[src/rtl/vga_pattern_gen.sv]
// vga_pattern_gen: pixel source that sits right after the VGA timing generator.
// Derives active-area x/y from pixel_enable_in / vs_in, renders one of four
// test patterns (solid, colour bars, checkerboard, bouncing box) and delays the
// sync/enable strobes so everything leaves aligned with a fixed 2-cycle latency.
// Optional build macro: VGA_PATTERN_BORDER_EN forces a one-pixel white frame
// around the active area in every mode.
module vga_pattern_gen #(
    parameter int HD         = 1280,
    parameter int VD         = 1024,
    parameter int X_BITS     = 11,
    parameter int Y_BITS     = 11,
    parameter int BOX_SIZE   = 64,
    parameter int CHECK_LOG2 = 5
) (
    input  logic        clk,
    input  logic        arstn,
    input  logic        pixel_enable_in,
    input  logic        hs_in,
    input  logic        vs_in,
    input  logic [1:0]  mode,
    input  logic [11:0] color_in,
    output logic [11:0] rgb_out,
    output logic        de_out,
    output logic        hs_out,
    output logic        vs_out
);

    typedef enum logic [1:0] {
        MODE_SOLID = 2'd0,
        MODE_BARS  = 2'd1,
        MODE_CHECK = 2'd2,
        MODE_BOX   = 2'd3
    } mode_e;

    localparam logic [X_BITS-1:0] X_ONE      = X_BITS'(1);
    localparam logic [Y_BITS-1:0] Y_ONE      = Y_BITS'(1);
    localparam logic [X_BITS-1:0] BAR_LAST   = X_BITS'(HD / 8 - 1);
    localparam logic [X_BITS-1:0] BOX_X_MAX  = X_BITS'(HD - BOX_SIZE);
    localparam logic [Y_BITS-1:0] BOX_Y_MAX  = Y_BITS'(VD - BOX_SIZE);
    localparam logic [X_BITS:0]   BOX_SPAN_X = (X_BITS + 1)'(BOX_SIZE);
    localparam logic [Y_BITS:0]   BOX_SPAN_Y = (Y_BITS + 1)'(BOX_SIZE);

    // Coordinate tracking
    logic [X_BITS-1:0] x_cnt;
    logic [Y_BITS-1:0] y_cnt;
    logic              pe_d;
    logic              vs_d;
    logic              frame_tick;

    // Bar index tracked incrementally so no divider is needed
    logic [2:0]        bar_idx;
    logic [X_BITS-1:0] bar_pix;

    // Per-frame state
    mode_e             mode_q;
    logic [X_BITS-1:0] box_x;
    logic [Y_BITS-1:0] box_y;
    logic              dx_pos;
    logic              dy_pos;

    // Stage-0 combinational features of the current pixel
    logic [X_BITS:0]   box_x_end;
    logic [Y_BITS:0]   box_y_end;
    logic              in_box;
    logic              check_bit;

    // Stage 1
    logic              s1_de;
    logic              s1_hs;
    logic              s1_vs;
    mode_e             s1_mode;
    logic [11:0]       s1_color;
    logic [2:0]        s1_bar;
    logic              s1_check;
    logic              s1_in_box;

    // Stage 2 colour selection
    logic [11:0]       bar_color;
    logic [11:0]       pix_color;

`ifdef VGA_PATTERN_BORDER_EN
    logic              on_border;
    logic              s1_border;

    assign on_border = (x_cnt == '0) || (x_cnt == X_BITS'(HD - 1)) ||
                       (y_cnt == '0) || (y_cnt == Y_BITS'(VD - 1));
`endif

    assign frame_tick = vs_in & ~vs_d;

    // x counts enabled pixels in the line; y counts lines since the last vs rise.
    // NOTE: every sequential block uses non-blocking assignments so all
    // registers update from the same pre-edge values, matching the hardware.
    always_ff @(posedge clk or negedge arstn) begin
        if (!arstn) begin
            x_cnt <= '0;
            y_cnt <= '0;
            pe_d  <= 1'b0;
            vs_d  <= 1'b0;
        end else begin
            pe_d <= pixel_enable_in;
            vs_d <= vs_in;
            if (pixel_enable_in) begin
                x_cnt <= x_cnt + X_ONE;
            end else begin
                x_cnt <= '0;
            end
            if (frame_tick) begin
                y_cnt <= '0;
            end else if (pe_d && !pixel_enable_in) begin
                y_cnt <= y_cnt + Y_ONE;
            end
        end
    end

    // Bar index follows x_cnt, stepping every HD/8 pixels and saturating at 7.
    always_ff @(posedge clk or negedge arstn) begin
        if (!arstn) begin
            bar_idx <= '0;
            bar_pix <= '0;
        end else if (!pixel_enable_in) begin
            bar_idx <= '0;
            bar_pix <= '0;
        end else if (bar_pix == BAR_LAST) begin
            bar_pix <= '0;
            if (bar_idx != 3'd7) begin
                bar_idx <= bar_idx + 3'd1;
            end
        end else begin
            bar_pix <= bar_pix + X_ONE;
        end
    end

    // Mode latch and box motion, both only on the frame tick.
    always_ff @(posedge clk or negedge arstn) begin
        if (!arstn) begin
            mode_q <= MODE_SOLID;
            box_x  <= '0;
            box_y  <= '0;
            dx_pos <= 1'b1;
            dy_pos <= 1'b1;
        end else if (frame_tick) begin
            mode_q <= mode_e'(mode);

            if (dx_pos && box_x == BOX_X_MAX) begin
                dx_pos <= 1'b0;
                box_x  <= box_x - X_ONE;
            end else if (!dx_pos && box_x == '0) begin
                dx_pos <= 1'b1;
                box_x  <= X_ONE;
            end else begin
                box_x  <= dx_pos ? box_x + X_ONE : box_x - X_ONE;
            end

            if (dy_pos && box_y == BOX_Y_MAX) begin
                dy_pos <= 1'b0;
                box_y  <= box_y - Y_ONE;
            end else if (!dy_pos && box_y == '0) begin
                dy_pos <= 1'b1;
                box_y  <= Y_ONE;
            end else begin
                box_y  <= dy_pos ? box_y + Y_ONE : box_y - Y_ONE;
            end
        end
    end

    // Stage-0 features; the end bounds carry one extra bit so they cannot wrap.
    assign box_x_end = {1'b0, box_x} + BOX_SPAN_X;
    assign box_y_end = {1'b0, box_y} + BOX_SPAN_Y;
    assign in_box    = (x_cnt >= box_x) && ({1'b0, x_cnt} < box_x_end) &&
                       (y_cnt >= box_y) && ({1'b0, y_cnt} < box_y_end);
    assign check_bit = x_cnt[CHECK_LOG2] ^ y_cnt[CHECK_LOG2];

    // Stage 1: register pixel features and the delayed strobes.
    always_ff @(posedge clk or negedge arstn) begin
        if (!arstn) begin
            s1_de     <= 1'b0;
            s1_hs     <= 1'b0;
            s1_vs     <= 1'b0;
            s1_mode   <= MODE_SOLID;
            s1_color  <= '0;
            s1_bar    <= '0;
            s1_check  <= 1'b0;
            s1_in_box <= 1'b0;
`ifdef VGA_PATTERN_BORDER_EN
            s1_border <= 1'b0;
`endif
        end else begin
            s1_de     <= pixel_enable_in;
            s1_hs     <= hs_in;
            s1_vs     <= vs_in;
            s1_mode   <= mode_q;
            s1_color  <= color_in;
            s1_bar    <= bar_idx;
            s1_check  <= check_bit;
            s1_in_box <= in_box;
`ifdef VGA_PATTERN_BORDER_EN
            s1_border <= on_border;
`endif
        end
    end

    // Fixed colour-bar palette.
    // NOTE: each always_comb assigns its outputs a default first so no path
    // can leave them unassigned and infer a latch.
    always_comb begin
        bar_color = 12'h000;
        case (s1_bar)
            3'd0:    bar_color = 12'hFFF;
            3'd1:    bar_color = 12'hFF0;
            3'd2:    bar_color = 12'h0FF;
            3'd3:    bar_color = 12'h0F0;
            3'd4:    bar_color = 12'hF0F;
            3'd5:    bar_color = 12'hF00;
            3'd6:    bar_color = 12'h00F;
            default: bar_color = 12'h000;
        endcase
    end

    // Pattern mux for the pixel held in stage 1.
    always_comb begin
        pix_color = s1_color;
        case (s1_mode)
            MODE_SOLID: pix_color = s1_color;
            MODE_BARS:  pix_color = bar_color;
            MODE_CHECK: pix_color = s1_check ? ~s1_color : s1_color;
            MODE_BOX:   pix_color = s1_in_box ? s1_color : 12'h000;
            default:    pix_color = s1_color;
        endcase
`ifdef VGA_PATTERN_BORDER_EN
        if (s1_border) begin
            pix_color = 12'hFFF;
        end
`endif
    end

    // Stage 2: output registers; colour is forced black during blanking.
    always_ff @(posedge clk or negedge arstn) begin
        if (!arstn) begin
            rgb_out <= '0;
            de_out  <= 1'b0;
            hs_out  <= 1'b0;
            vs_out  <= 1'b0;
        end else begin
            rgb_out <= s1_de ? pix_color : 12'h000;
            de_out  <= s1_de;
            hs_out  <= s1_hs;
            vs_out  <= s1_vs;
        end
    end

endmodule

[config.mk]
export PLATFORM = sky130hd
export DESIGN_NAME = vga_pattern_gen
export DESIGN_NICKNAME = d
export VERILOG_FILES = /design/src/rtl/vga_pattern_gen.sv
export SDC_FILE = /design/constraint.sdc
export NUM_CORES = 1
export LEC_CHECK = 0
export CORE_MARGIN = 4
export CORE_UTILIZATION = 41
export DETAILED_ROUTE_END_ITERATION = 10
export PLACE_DENSITY = 0.67
export SYNTH_ARGS = -nofsm -noshare
export SYNTH_HDL_FRONTEND = slang
export SYNTH_SLANG_ARGS = --single-unit
[constraint.sdc]
create_clock -name clk -period 2.75 [get_ports clk]
set_clock_uncertainty 0.05 [all_clocks]
set_input_delay 0.825 -clock clk [delete_from_list [all_inputs] [get_ports clk]]
set_output_delay 0.825 -clock clk [all_outputs]
set_load 0.005 [all_outputs]
# Word level (Yosys, flattened, before mapping)
# Index checks and enable logic that the tools add are counted.
[op_classes]
n_shift = 0
muxes = 23
multipliers = 0
reduce_logical = 21
div = 0
add_sub_neg = 10
n_lt_le_gt_ge = 4
n_eq_ne = 15
n_bitwise = 4
[ops]
columns = ["op", "count"]
rows = [
  ["$mux 11", 11],
  ["$pmux 12 s7", 1],
  ["$add 11x1->11 const B", 5],
  ["$pmux 12 s4", 1],
  ["$mux 12", 3],
  ["$add 11x7->12 const B", 2],
  ["$lt 11x12->1", 2],
  ["$ge 11x11->1", 2],
  ["$logic_not 11->1", 2],
  ["$sub 11x1->11 const B", 2],
  ["$not 12->12", 1],
  ["$eq 11x10->1 const B", 1],
  ["$eq 11x11->1 const B", 1],
  ["$eq 11x8->1 const B", 1],
  ["$eq 3x3->1 const B", 3],
  ["$mux 3", 3],
  ["$logic_and 1x1->1", 8],
  ["$eq 3x2->1 const B", 2],
  ["$reduce_and 2->1", 3],
  ["$reduce_bool 2->1", 3],
  ["$eq 2x2->1 const B", 2],
  ["$mux 1", 4],
  ["$ne 2x1->1 const B", 2],
  ["$add 3x1->3 const B", 1],
  ["9 further kinds", 11],
]
[word_totals]
rom_bits = 0
latchBits = 0
input_bits = 19
regBits = 99
wordCells = 98
mem_count = 0
ramBits = 0
output_inout_bits = 15

# Longest topological paths before layout
# Gate-level depths: netlist (run 1).
[logic_depth]
ltp_word = 5
ltp_mapped = 9
mapped_depth_nobuf = 9

# Worst setup path after synthesis (run 1)
# No wires, ideal clock.
[synth_timing]
path_kind = "register to register"
from = "register box_y[8]"
to = "register s1_in_box"
path_slack_ns = 0.577
path_stages_with_launch = 10
n_path_buf = 1
arrival_time_ns = 2.018
path_cell_list = "dfrtp_1 -> clkbuf_1 -> nand3_1 -> xnor2_1 -> ha_1 -> nand4b_1 -> nor2_1 -> a2111oi_0 -> a21oi_1 -> nor4b_1"
[synth_via]
elab_chain_cells = 3
word_cells_on_any_way = 5
classes_between = "1 x add/sub; 2 x order compare; 2 x reduce/logical"
[synth_lines]
columns = ["element", "line_no", "text"]
rows = [
  ["start: declaration", "57", "logic [Y_BITS-1:0] box_y;"],
  ["start signal: assignment", "157", "box_y <= box_y - Y_ONE;"],
  ["start signal: assignment", "162", "box_y <= dy_pos ? box_y + Y_ONE : box_y - Y_ONE;"],
  ["$add 11x7->12 or $ge 11x11->1 (tied branches)", "169, 171", ""],
  ["$lt 11x12->1 or $logic_and 1x1->1 (tied branches)", "171, 170", ""],
  ["$logic_and 1x1->1 *", "171", "(y_cnt >= box_y) && ({1'b0, y_cnt} < box_y_end);"],
  ["named net in_box", "64", "logic in_box;"],
  ["end signal: assignment", "196", "s1_in_box <= in_box;"],
  ["end: declaration", "75", "logic s1_in_box;"],
]
# The timed path passes the listed nets; every way through them passes the cells marked *.
# A chain may end at the register's enable or synchronous reset.

# Final worst setup path (run 1)
[layout_timing]
from = "register box_y[7]"
to = "register s1_in_box"
# Same word-level chain as after synthesis.

==> results of run 1 <==
routing by layer:
layer | vias up | part of all wire (%)
li1 | 2295 | -
met5 | - | 0
met2 | 114 | 47
met3 | 20 | 4.7
met4 | 0 | 1.9
met1 | 2320 | 47
layout make-up:
type,count,area [um^2]
Clock buffer,10,239
Clock inverter,6,58.8
Fill cell,1287,7210
Sequential cell,99,2480
Tap cell,180,225
Inverter,32,120
Timing Repair Buffer,46,438
Multi-Input combinational cell,460,3170
worst reg2reg max path, stage by stage (launching register included):
cell       delay [ns]
dfrtp_1          0.48
ha_1             0.30
xnor2_1          0.15
ha_1             0.32
a21oi_1          0.15
nand2_1          0.07
a2111oi_0        0.41
a21oi_1          0.17
nor4b_1          0.26
flip-flops by register name, summed over array words and instances (netlist names), 2 cells and up:
signal    cells
s1_bar        3
s1_mode       2
bar_idx       3
box_x        11
bar_pix      11
box_y        11
x_cnt        11
rgb_out      12
y_cnt        11
s1_color     12
mode_q        2
power groups by stage:
stage	Combinational, mW	Clock (mW)	Sequential (mW)
final	0.838	1.26	1.79
after global routing	0.945	1.35	1.82
after CTS	0.842	1.29	1.78
after detailed placement	0.830	0	1.81
after global placement	0.804	0	1.81
after floorplan	0.597	0	1.74
placed cells by master, fill, tap and decap left out, drive strengths merged, types with 16 or more instances in the layout:
cell / count
dfrtp: 97
nor2: 58
ha: 49
a21oi: 43
nand3: 39
inv: 34
clkdlybuf4s50: 32
o21ai: 29
nand2: 25
xnor2: 23
and3: 18
o21a: 16
worst paths after layout:
check / to / cells after the start / slack, ns
worst min register to register: hs_out$_DFF_PN0_ / 0 / 0.30
worst min-delay path: hs_out$_DFF_PN0_ / 0 / 0.30
max in group asynchronous: x_cnt[1]$_DFF_PN0_ / 2 / 1.78
min in group asynchronous: s1_hs$_DFF_PN0_ / 2 / 0.47
worst max-delay path: s1_in_box$_DFF_PN0_ / 8 / 0.29
worst max register to register: s1_in_box$_DFF_PN0_ / 8 / 0.29
stage by stage:
stage                     std cells  setup slack, ns  util [%]  cell area (um^2)
after floorplan                 613            0.577         -              5860
after global routing            833            0.154      48.3              6730
final                           833            0.287      48.3              6730
after CTS                       833            0.311      48.3              6730
after detailed placement        817            0.169      46.1              6430
after global placement          817            0.199      46.1              6430
kinds of logic (layout without fill, tap and decap cells):
kind of cell | count (synthesis) | after routing | share of synthesized area (%)
flip-flops | 99 | 99 | 42.3
adder cells (fa/ha/maj) | 49 | 49 | 10.5
AND/OR/NAND/NOR | 214 | 214 | 19.7
XOR/XNOR | 37 | 37 | 5.53
buffers and inverters | 54 | 94 | 3.65
multiplexers | 5 | 5 | 0.876
AO/OA/AOI/OAI | 155 | 155 | 17.4
==> metrics.cfg, run 1 <==
[global_route]
grt_max_degree = 100
grt_pass1_wl_um = 23000
antenna_found_initial = 0
gr-usage-met1_pct = 23.1
top_usage_layer = met2
met3_usage_pct = 3.97
grt_pass1_vias = 4745
track_usage_pct = 17.2
grt_use_met2_pct = 27.3
grt_overflow = 0

[timing]
tns_ns = 0
max_freq_mhz = 406
tightest_slew_ns = 0.804
period_needed_ns = 2.46
relSlewSlack_pct = 46.2
rsz0062_at_grt = no
hold_slack_ns = 0.305
period_share_pct = 89.6
setup_violations = 0
report.final.slew_viol_count = 0
finalHoldViolations = 0

[yosys]
synthCells = 613
async_reset_ff_share_pct = 100
synth_edf_count = 0
synth-seq-area-share_pct = 42.3
syn_area_per_cell_um2 = 9.56
synth_top_area_share_pct = 41.4
ys_ff_latch = 99
ys_warn_count = 0
synth_flop_cell = dfrtp_1
synth_common_cells = dfrtp_1 (97), nor2_1 (58), ha_1 (49)
syn_area_mm2 = 0.00586
synth_nets = 681
ys_types = 67
synth_most_common_cell = dfrtp_1
synth_area_leaders = dfrtp_1 (41%), ha_1 (10%), nor2_1 (3.7%)
synth_top_area_cell = dfrtp_1

[clocking]
cts_sinks = 99
cts_tree = yes
postCtsHoldBufs = 0
cts_setup_buffers = 0
cts_buffer_depth = 2
cts_root_buffer = clkbuf_16
numCtsBuffers = 9
htree_levels = 3
cts-resized-gates = 0
clk_pin_slew_worst_paths_ns = 0.07
clk_latency_ns = 0.35

[power]
peakVddDrop_mv = 0.349
finalPower_mw = 3.88
combPwrFrac_pct = 21.6
p_per_area_mw_per_mm2 = 577
p_sw_mw = 1.28
seqPwrFrac_pct = 46.1
power.internal_mw = 2.60
switching_share_pct = 33.1
leakage_nw = 3.06
power_frac_clock_pct = 32.3

[worst_setup_path]
crit_fanout = 7
startpoint_type = flop
slowest_delay_ns = 0.48
worstPathRequired_ns = 2.95
cp-end-kind = flop
path_cells = ha_1 -> xnor2_1 -> ha_1 -> a21oi_1 -> nand2_1 -> a2111oi_0 -> a21oi_1 -> nor4b_1
crit_start = box_y[7]$_DFFE_PN0P_
cpLargestDelayFamily = compound AO/OA/AOI/OAI gates
setup.worst_path.class = flop to flop
crit_buf_inv = 0
arrival_ns = 2.66
r2r_start = box_y[7]$_DFFE_PN0P_
crit_path_top_delay_cell = dfrtp_1

[layout]
antenna_cells = 0
area_delta_synth_final_pct = 14.8
nNetsFinal = 716
drive_gt1_share_pct = 6.89

[die]
start_util_pct = 42.0
row_count = 43
dieArea_mm2 = 0.0163
die_w_um = 128
coreArea_mm2 = 0.0139
die_y_um = 128
io_pins = 34

[detailed_routing]
drtAntennaViolNets = 0
drtIter0Drc = 355
finalWirelength_um = 13200
dr.pass1.iters = 7
routed_wire_length_per_instance_um = 15.9
route.detailed.drc = 0
viasPerCell = 5.70
vias = 4749

[placed_design]
port_buffers = 33
dpl.hpwl_um = 9680
routabilityCongestion = 0.939

[job]
cap_violations = 0

[run_status]
status = complete, no violations

[worst_hold_path]
hp-class = flop to flop
hold_path.startpoint = s1_hs$_DFF_PN0_

Note: power is estimated with default switching activity, not from simulation.
==> run 2, diff against run 1 <==
- clock period: 2.75 -> 3.2 ns (I/O delays scaled with it)
==> run 2 against run 1 <==
Compared with the run above:
- combinational power shrank 13%
- count of clock-buffer cells in the layout shrank 1
- critical endpoint unchanged
- setup slack gained 0.37 ns
- die area is the same
- power shrank 15%
==> metrics.cfg, run 2 (same netlist as run 1, synthesis figures left out) <==
[run_status]
status = complete, no violations

[detailed_routing]
vias = 4768  ; +0.40%
dr.pass1.iters = 6  ; -1
finalWirelength_um = 13600  ; +2.6%
drtIter0Drc = 373  ; +5.1%
drtAntennaViolNets = 0  ; unchanged
route.detailed.drc = 0  ; unchanged
viasPerCell = 5.75  ; +0.88%
routed_wire_length_per_instance_um = 16.4  ; +3.1%

[placed_design]
placed_cell_area_mm2 = 0.00641  ; -0.35%
port_buffers = 33  ; unchanged
dp.cells = 814  ; -0.37%
dpl.hpwl_um = 9990  ; +3.2%
routabilityCongestion = 0.877  ; -6.6%

[worst_setup_path]
slowest_delay_ns = 0.46  ; -0.02 ns
setup.worst_path.class = flop to flop
cp-end-kind = flop
startpoint_type = flop
worstPathRequired_ns = 3.40  ; +0.45 ns
arrival_ns = 2.74  ; +0.08 ns
cpLargestDelayFamily = adder cells
crit_fanout = 6  ; -1
r2r_setup_slack_ns = 0.65  ; +0.37 ns
path_cells = inv_1 -> ha_1 -> inv_1 -> ha_1 -> nand4b_1 -> nor2_1 -> a2111oi_0 -> a21oi_1 -> nor4b_1
crit_path_top_delay_cell = dfrtp_1
crit_buf_inv = 2  ; +2

[timing]
max_freq_mhz = 392  ; -3.3%
rsz0062_at_grt = no
period_share_pct = 79.6  ; -9.9 points
report.final.slew_viol_count = 0  ; unchanged
tns_ns = 0  ; unchanged
finalHoldViolations = 0  ; unchanged
relSlewSlack_pct = 29.5  ; -17 points
period_needed_ns = 2.55  ; +0.0849 ns
tightest_slew_ns = 1.05  ; +0.249 ns
hold_slack_ns = 0.313  ; +0.00806 ns
setup_violations = 0  ; unchanged

[global_route]
grt_pass1_wl_um = 23000  ; about the same
grt_overflow = 0  ; unchanged
grt_max_degree = 46  ; -54%
antenna_found_initial = 0  ; unchanged
grt_pass1_vias = 4766  ; +0.44%
track_usage_pct = 17.1  ; -0.11 points

[clocking]
cts_sinks = 99  ; unchanged
cts_setup_buffers = 0  ; unchanged
htree_levels = 3  ; unchanged
postCtsHoldBufs = 0  ; unchanged
cts_buffer_depth = 2  ; unchanged
numCtsBuffers = 9  ; unchanged
clk_latency_ns = 0.35  ; about the same
clk_pin_slew_worst_paths_ns = 0.07  ; about the same
cts_root_buffer = clkbuf_16
cts-resized-gates = 0  ; unchanged
cts_tree = yes

[die]
coreArea_mm2 = 0.0139  ; unchanged
io_pins = 34  ; unchanged
start_util_pct = 42.0  ; unchanged
dieArea_mm2 = 0.0163  ; unchanged
row_count = 43  ; unchanged
die_w_um = 128  ; unchanged
die_y_um = 128  ; unchanged

[power]
p_per_area_mw_per_mm2 = 496  ; -14%
power.internal_mw = 2.21  ; -15%
peakVddDrop_mv = 0.280  ; -20%
combPwrFrac_pct = 21.8  ; +0.2 points
leakage_nw = 3.04  ; -0.55%
switching_share_pct = 33.4  ; +0.30 points
p_sw_mw = 1.11  ; -14%
power_frac_clock_pct = 31.7  ; -0.6 points
seqPwrFrac_pct = 46.5  ; +0.4 points

[layout]
area_delta_synth_final_pct = 14.2
nNetsFinal = 713  ; -0.42%
drive_gt1_share_pct = 6.32  ; -0.57 points
antenna_cells = 0  ; unchanged
layout_common_cells = dfrtp_1 (97), nor2_1 (58), ha_1 (49)
mostFrequentLayoutCell = dfrtp_1
final_cells = 829  ; -0.48%
top_regs = rgb_out (12), s1_color (12)
final_area_mm2 = 0.00669  ; -0.60%

[job]
cap_violations = 0  ; unchanged

[worst_hold_path]
hp-class = flop to flop

run 2: changes by cell type in the layout (fill, tap and decap cells not counted):
cell / previous run / this run
clkbuf_8: 1 / 0
clkinv_8: 1 / 0
clkinv_4: 2 / 1
clkinvlp_4: 1 / 0
inv_6: 2 / 4
inv_8: 0 / 1
buf_4: 13 / 10
run 2: final cells by class:
type	instances	area, um^2
clock buffer	9	225
clock inverter	6	55.1
fill	1262	7250
inverter	32	120
multi-input combinational	460	3170
sequential	99	2480
tap	180	225
timing repair buffer	43	415
run 2: worst reg2reg max path: cells and delay by family, from the launching register on:
kind | cells | cell delay, ns
simple gates | 3 | 0.49
compound gates | 2 | 0.60
fa+ha+maj | 2 | 0.61
buf+inv | 2 | 0.23
flops | 1 | 0.46
run 2: path summary, 6_finish.rpt:
kind                                      start                    end  depth (start not counted)
setup / recovery           box_y[6]$_DFFE_PN0P_    s1_in_box$_DFF_PN0_                          9
max in group asynchronous                 arstn     dx_pos$_DFFE_PN1P_                          2
hold / removal                  s1_hs$_DFF_PN0_       hs_out$_DFF_PN0_                          0
min in group asynchronous                 arstn  s1_color[2]$_DFF_PN0_                          1
setup reg to reg           box_y[6]$_DFFE_PN0P_    s1_in_box$_DFF_PN0_                          9
hold reg to reg                 s1_hs$_DFF_PN0_       hs_out$_DFF_PN0_                          0
run 2: power groups by stage:
stage               Clock [mW]  Combinational [mW]  Sequential (mW)
detailed placement           0               0.717             1.56
global placement             0               0.689             1.55
CTS                       1.08               0.723             1.54
global route              1.13               0.816             1.56
floorplan                    0               0.513             1.50
finish                    1.05               0.725             1.54
run 2: through the flow:
step	util [%]	power (mW)	setup slack [ns]
2_1_floorplan	-	2.01	1.03
3_3_place_gp	46.0	2.24	0.469
3_5_place_dp	46.0	2.28	0.425
4_1_cts	48.0	3.34	0.683
5_1_grt	48.0	3.51	0.361
6_report	48.0	3.32	0.652
run 2: routing by layer:
metal / wire (um) / vias to the layer above / GRT usage (%) / part of all wire (%)
met5: 0 / - / 0 / 0
li1: - / 2292 / - / -
met2: 6420 / 140 / 27.2 / 47
met1: 6250 / 2313 / 23.2 / 46
met3: 720 / 23 / 4.26 / 5.3
met4: 198 / 0 / 5.30 / 1.5
==> run 3, diff against run 2 <==
- PLACE_DENSITY: 0.67 -> 0.7
- clock period: 3.2 -> 2.3 ns (I/O delays scaled with it)
==> run 3 against run 2 <==
Compared with the run above:
- count of clock-buffer cells in the layout grew 1
- non-clock buffer count is 37 higher
- global-route usage grew 1.0 points
- sequential share of layout area shrank 1.8 points
- die area is the same
- critical path type unchanged
- largest power group unchanged
==> metrics.cfg, run 3 (same netlist as run 1, synthesis figures left out) <==
[layout]
fillers = 1220  ; -3.3%
final_area_mm2 = 0.00702  ; +5.0%
utilization_pct = 50.4  ; +2.4 points
multiInputGateArea_mm2 = 0.00319  ; +0.67%
antenna_cells = 0  ; unchanged
ff_latch_area_mm2 = 0.00248  ; about the same
mostFrequentLayoutCell = dfrtp_1
nNetsFinal = 750  ; +5.2%
area_delta_synth_final_pct = 19.9
top_regs = rgb_out (12), s1_color (12)
final_cells = 867  ; +4.6%
drive_gt1_share_pct = 12.5  ; +6.2 points
layout_common_cells = dfrtp_1 (96), nor2_1 (58), ha_1 (47)

[die]
die_y_um = 128  ; unchanged
coreArea_mm2 = 0.0139  ; unchanged
start_util_pct = 42.0  ; unchanged
dieArea_mm2 = 0.0163  ; unchanged
io_pins = 34  ; unchanged
row_count = 43  ; unchanged
die_w_um = 128  ; unchanged

[timing]
tightest_slew_ns = 0.513  ; -0.540 ns
hold_slack_ns = 0.222  ; -0.0906 ns
layout_setup_ws_ns = 0.0393  ; -0.612 ns
finalHoldViolations = 0  ; unchanged
relSlewSlack_pct = 65.4  ; +36 points
period_needed_ns = 2.26  ; -0.288 ns
report.final.slew_viol_count = 0  ; unchanged
tns_ns = 0  ; unchanged
setup_violations = 0  ; unchanged
rsz0062_at_grt = yes
period_share_pct = 98.3  ; +19 points
max_freq_mhz = 442  ; +13%

[detailed_routing]
route.detailed.drc = 0  ; unchanged
finalWirelength_um = 14300  ; +5.4%
routed_wire_length_per_instance_um = 16.5  ; +0.78%
viasPerCell = 5.75  ; about the same
vias = 4988  ; +4.6%
drtIter0Drc = 254  ; -32%
dr.pass1.iters = 5  ; -1
drtAntennaViolNets = 0  ; unchanged

[placed_design]
dp.cells = 847  ; +4.1%
dpl.hpwl_um = 10700  ; +7.2%
dpl_worst_slack_ns = -0.0787  ; -0.504 ns
port_buffers = 33  ; unchanged
placed_cell_area_mm2 = 0.00668  ; +4.3%
routabilityCongestion = 0.909  ; +3.6%

[worst_setup_path]
setup.worst_path.class = flop to flop
r2r_start = box_y[7]$_DFFE_PN0P_
reg2regPathDepth = 8  ; -1
crit_fanout = 4  ; -2
r2r_end = s1_in_box$_DFF_PN0_
r2r_setup_slack_ns = 0.04  ; -0.61 ns
worstPathRequired_ns = 2.49  ; -0.91 ns
startpoint_type = flop
cp-end-kind = flop
arrival_ns = 2.45  ; -0.29 ns

[clocking]
numCtsBuffers = 9  ; unchanged
cts_buffer_depth = 2  ; unchanged
htree_levels = 3  ; unchanged
cts_tree = yes
cts_sinks = 99  ; unchanged
cts_root_buffer = clkbuf_16
clk_pin_slew_worst_paths_ns = 0.07  ; about the same
postCtsHoldBufs = 0  ; unchanged
clk_latency_ns = 0.35  ; about the same

[global_route]
track_usage_pct = 18.2  ; +1.0 points
antenna_found_initial = 0  ; unchanged
grt_max_degree = 32  ; -30%
grt_pass1_vias = 5087  ; +6.7%
grt_overflow = 0  ; unchanged
grt_pass1_wl_um = 24400  ; +6.2%

[power]
leakage_nw = 3.22  ; +5.9%
switching_share_pct = 33.1  ; -0.24 points
p_sw_mw = 1.57  ; +42%
seqPwrFrac_pct = 44.6  ; -1.9 points
combPwrFrac_pct = 24.6  ; +2.8 points
power_frac_clock_pct = 30.8  ; -0.9 points
peakVddDrop_mv = 0.428  ; +53%
power.internal_mw = 3.17  ; +44%
p_per_area_mw_per_mm2 = 676  ; +36%
finalPower_mw = 4.75  ; +43%

[run_status]
status = complete, no violations

[job]
cap_violations = 0  ; unchanged

[worst_hold_path]
hp-class = input port to asynchronous set/reset pin

==> run 3: per-layer routing <==
metal | global-route usage, % | share of wire [%] | up-vias
met1 | 23.7 | 44 | 2423
met4 | 4.98 | 1.5 | 0
met5 | 0 | 0 | -
li1 | - | - | 2368
met3 | 4.10 | 5.0 | 28
met2 | 30.5 | 49 | 169
==> run 3: area by class of cell <==
cell class | count | share of cell area (%)
sequential | 99 | 35.3
clock inverter | 6 | 0.873
tap | 180 | 3.21
timing repair buffer | 80 | 10.2
inverter | 32 | 1.71
clock buffer | 10 | 3.26
multi-input combinational | 460 | 45.4
==> run 3: repair_timing <==
| item | 4_1_cts | 5_1_grt |
|---|---|---|
| endpoints found under the setup margin | 1 | 1 |
| pin swaps | 0 | 7 |
| setup buffers | 0 | 4 |
| gates resized for setup | 2 | 7 |
==> run 3: critical path: stages (launching register included) <==
cell,delay (ns)
dfrtp_1,0.44
ha_2,0.21
xnor2_1,0.13
ha_1,0.35
nand4b_1,0.14
nor2_1,0.07
a2111oi_2,0.32
a21oi_1,0.13
nor4b_1,0.30
==> run 3: how the worst max path moves through the flow <==
stage | start | end | depth (start not counted)
4_1_cts | box_y[6]$_DFFE_PN0P_ | s1_in_box$_DFF_PN0_ | 8
3_5_place_dp | vs_in | y_cnt[6]$_DFFE_PN0P_ | 7
2_1_floorplan | box_y[8]$_DFFE_PN0P_ | s1_in_box$_DFF_PN0_ | 9
5_1_grt | box_y[7]$_DFFE_PN0P_ | s1_in_box$_DFF_PN0_ | 8
6_report | box_y[7]$_DFFE_PN0P_ | s1_in_box$_DFF_PN0_ | 8
3_3_place_gp | vs_in | y_cnt[6]$_DFFE_PN0P_ | 7
==> run 3: power groups by stage <==
| stage | clock, mW | sequential (mW) | combinational, mW |
|---|---|---|---|
| after global routing | 1.58 | 2.14 | 1.30 |
| after floorplan | 0 | 2.09 | 0.714 |
| final | 1.46 | 2.12 | 1.17 |
| after CTS | 1.50 | 2.11 | 1.15 |
| after global placement | 0 | 2.13 | 1.10 |
| after detailed placement | 0 | 2.14 | 1.14 |
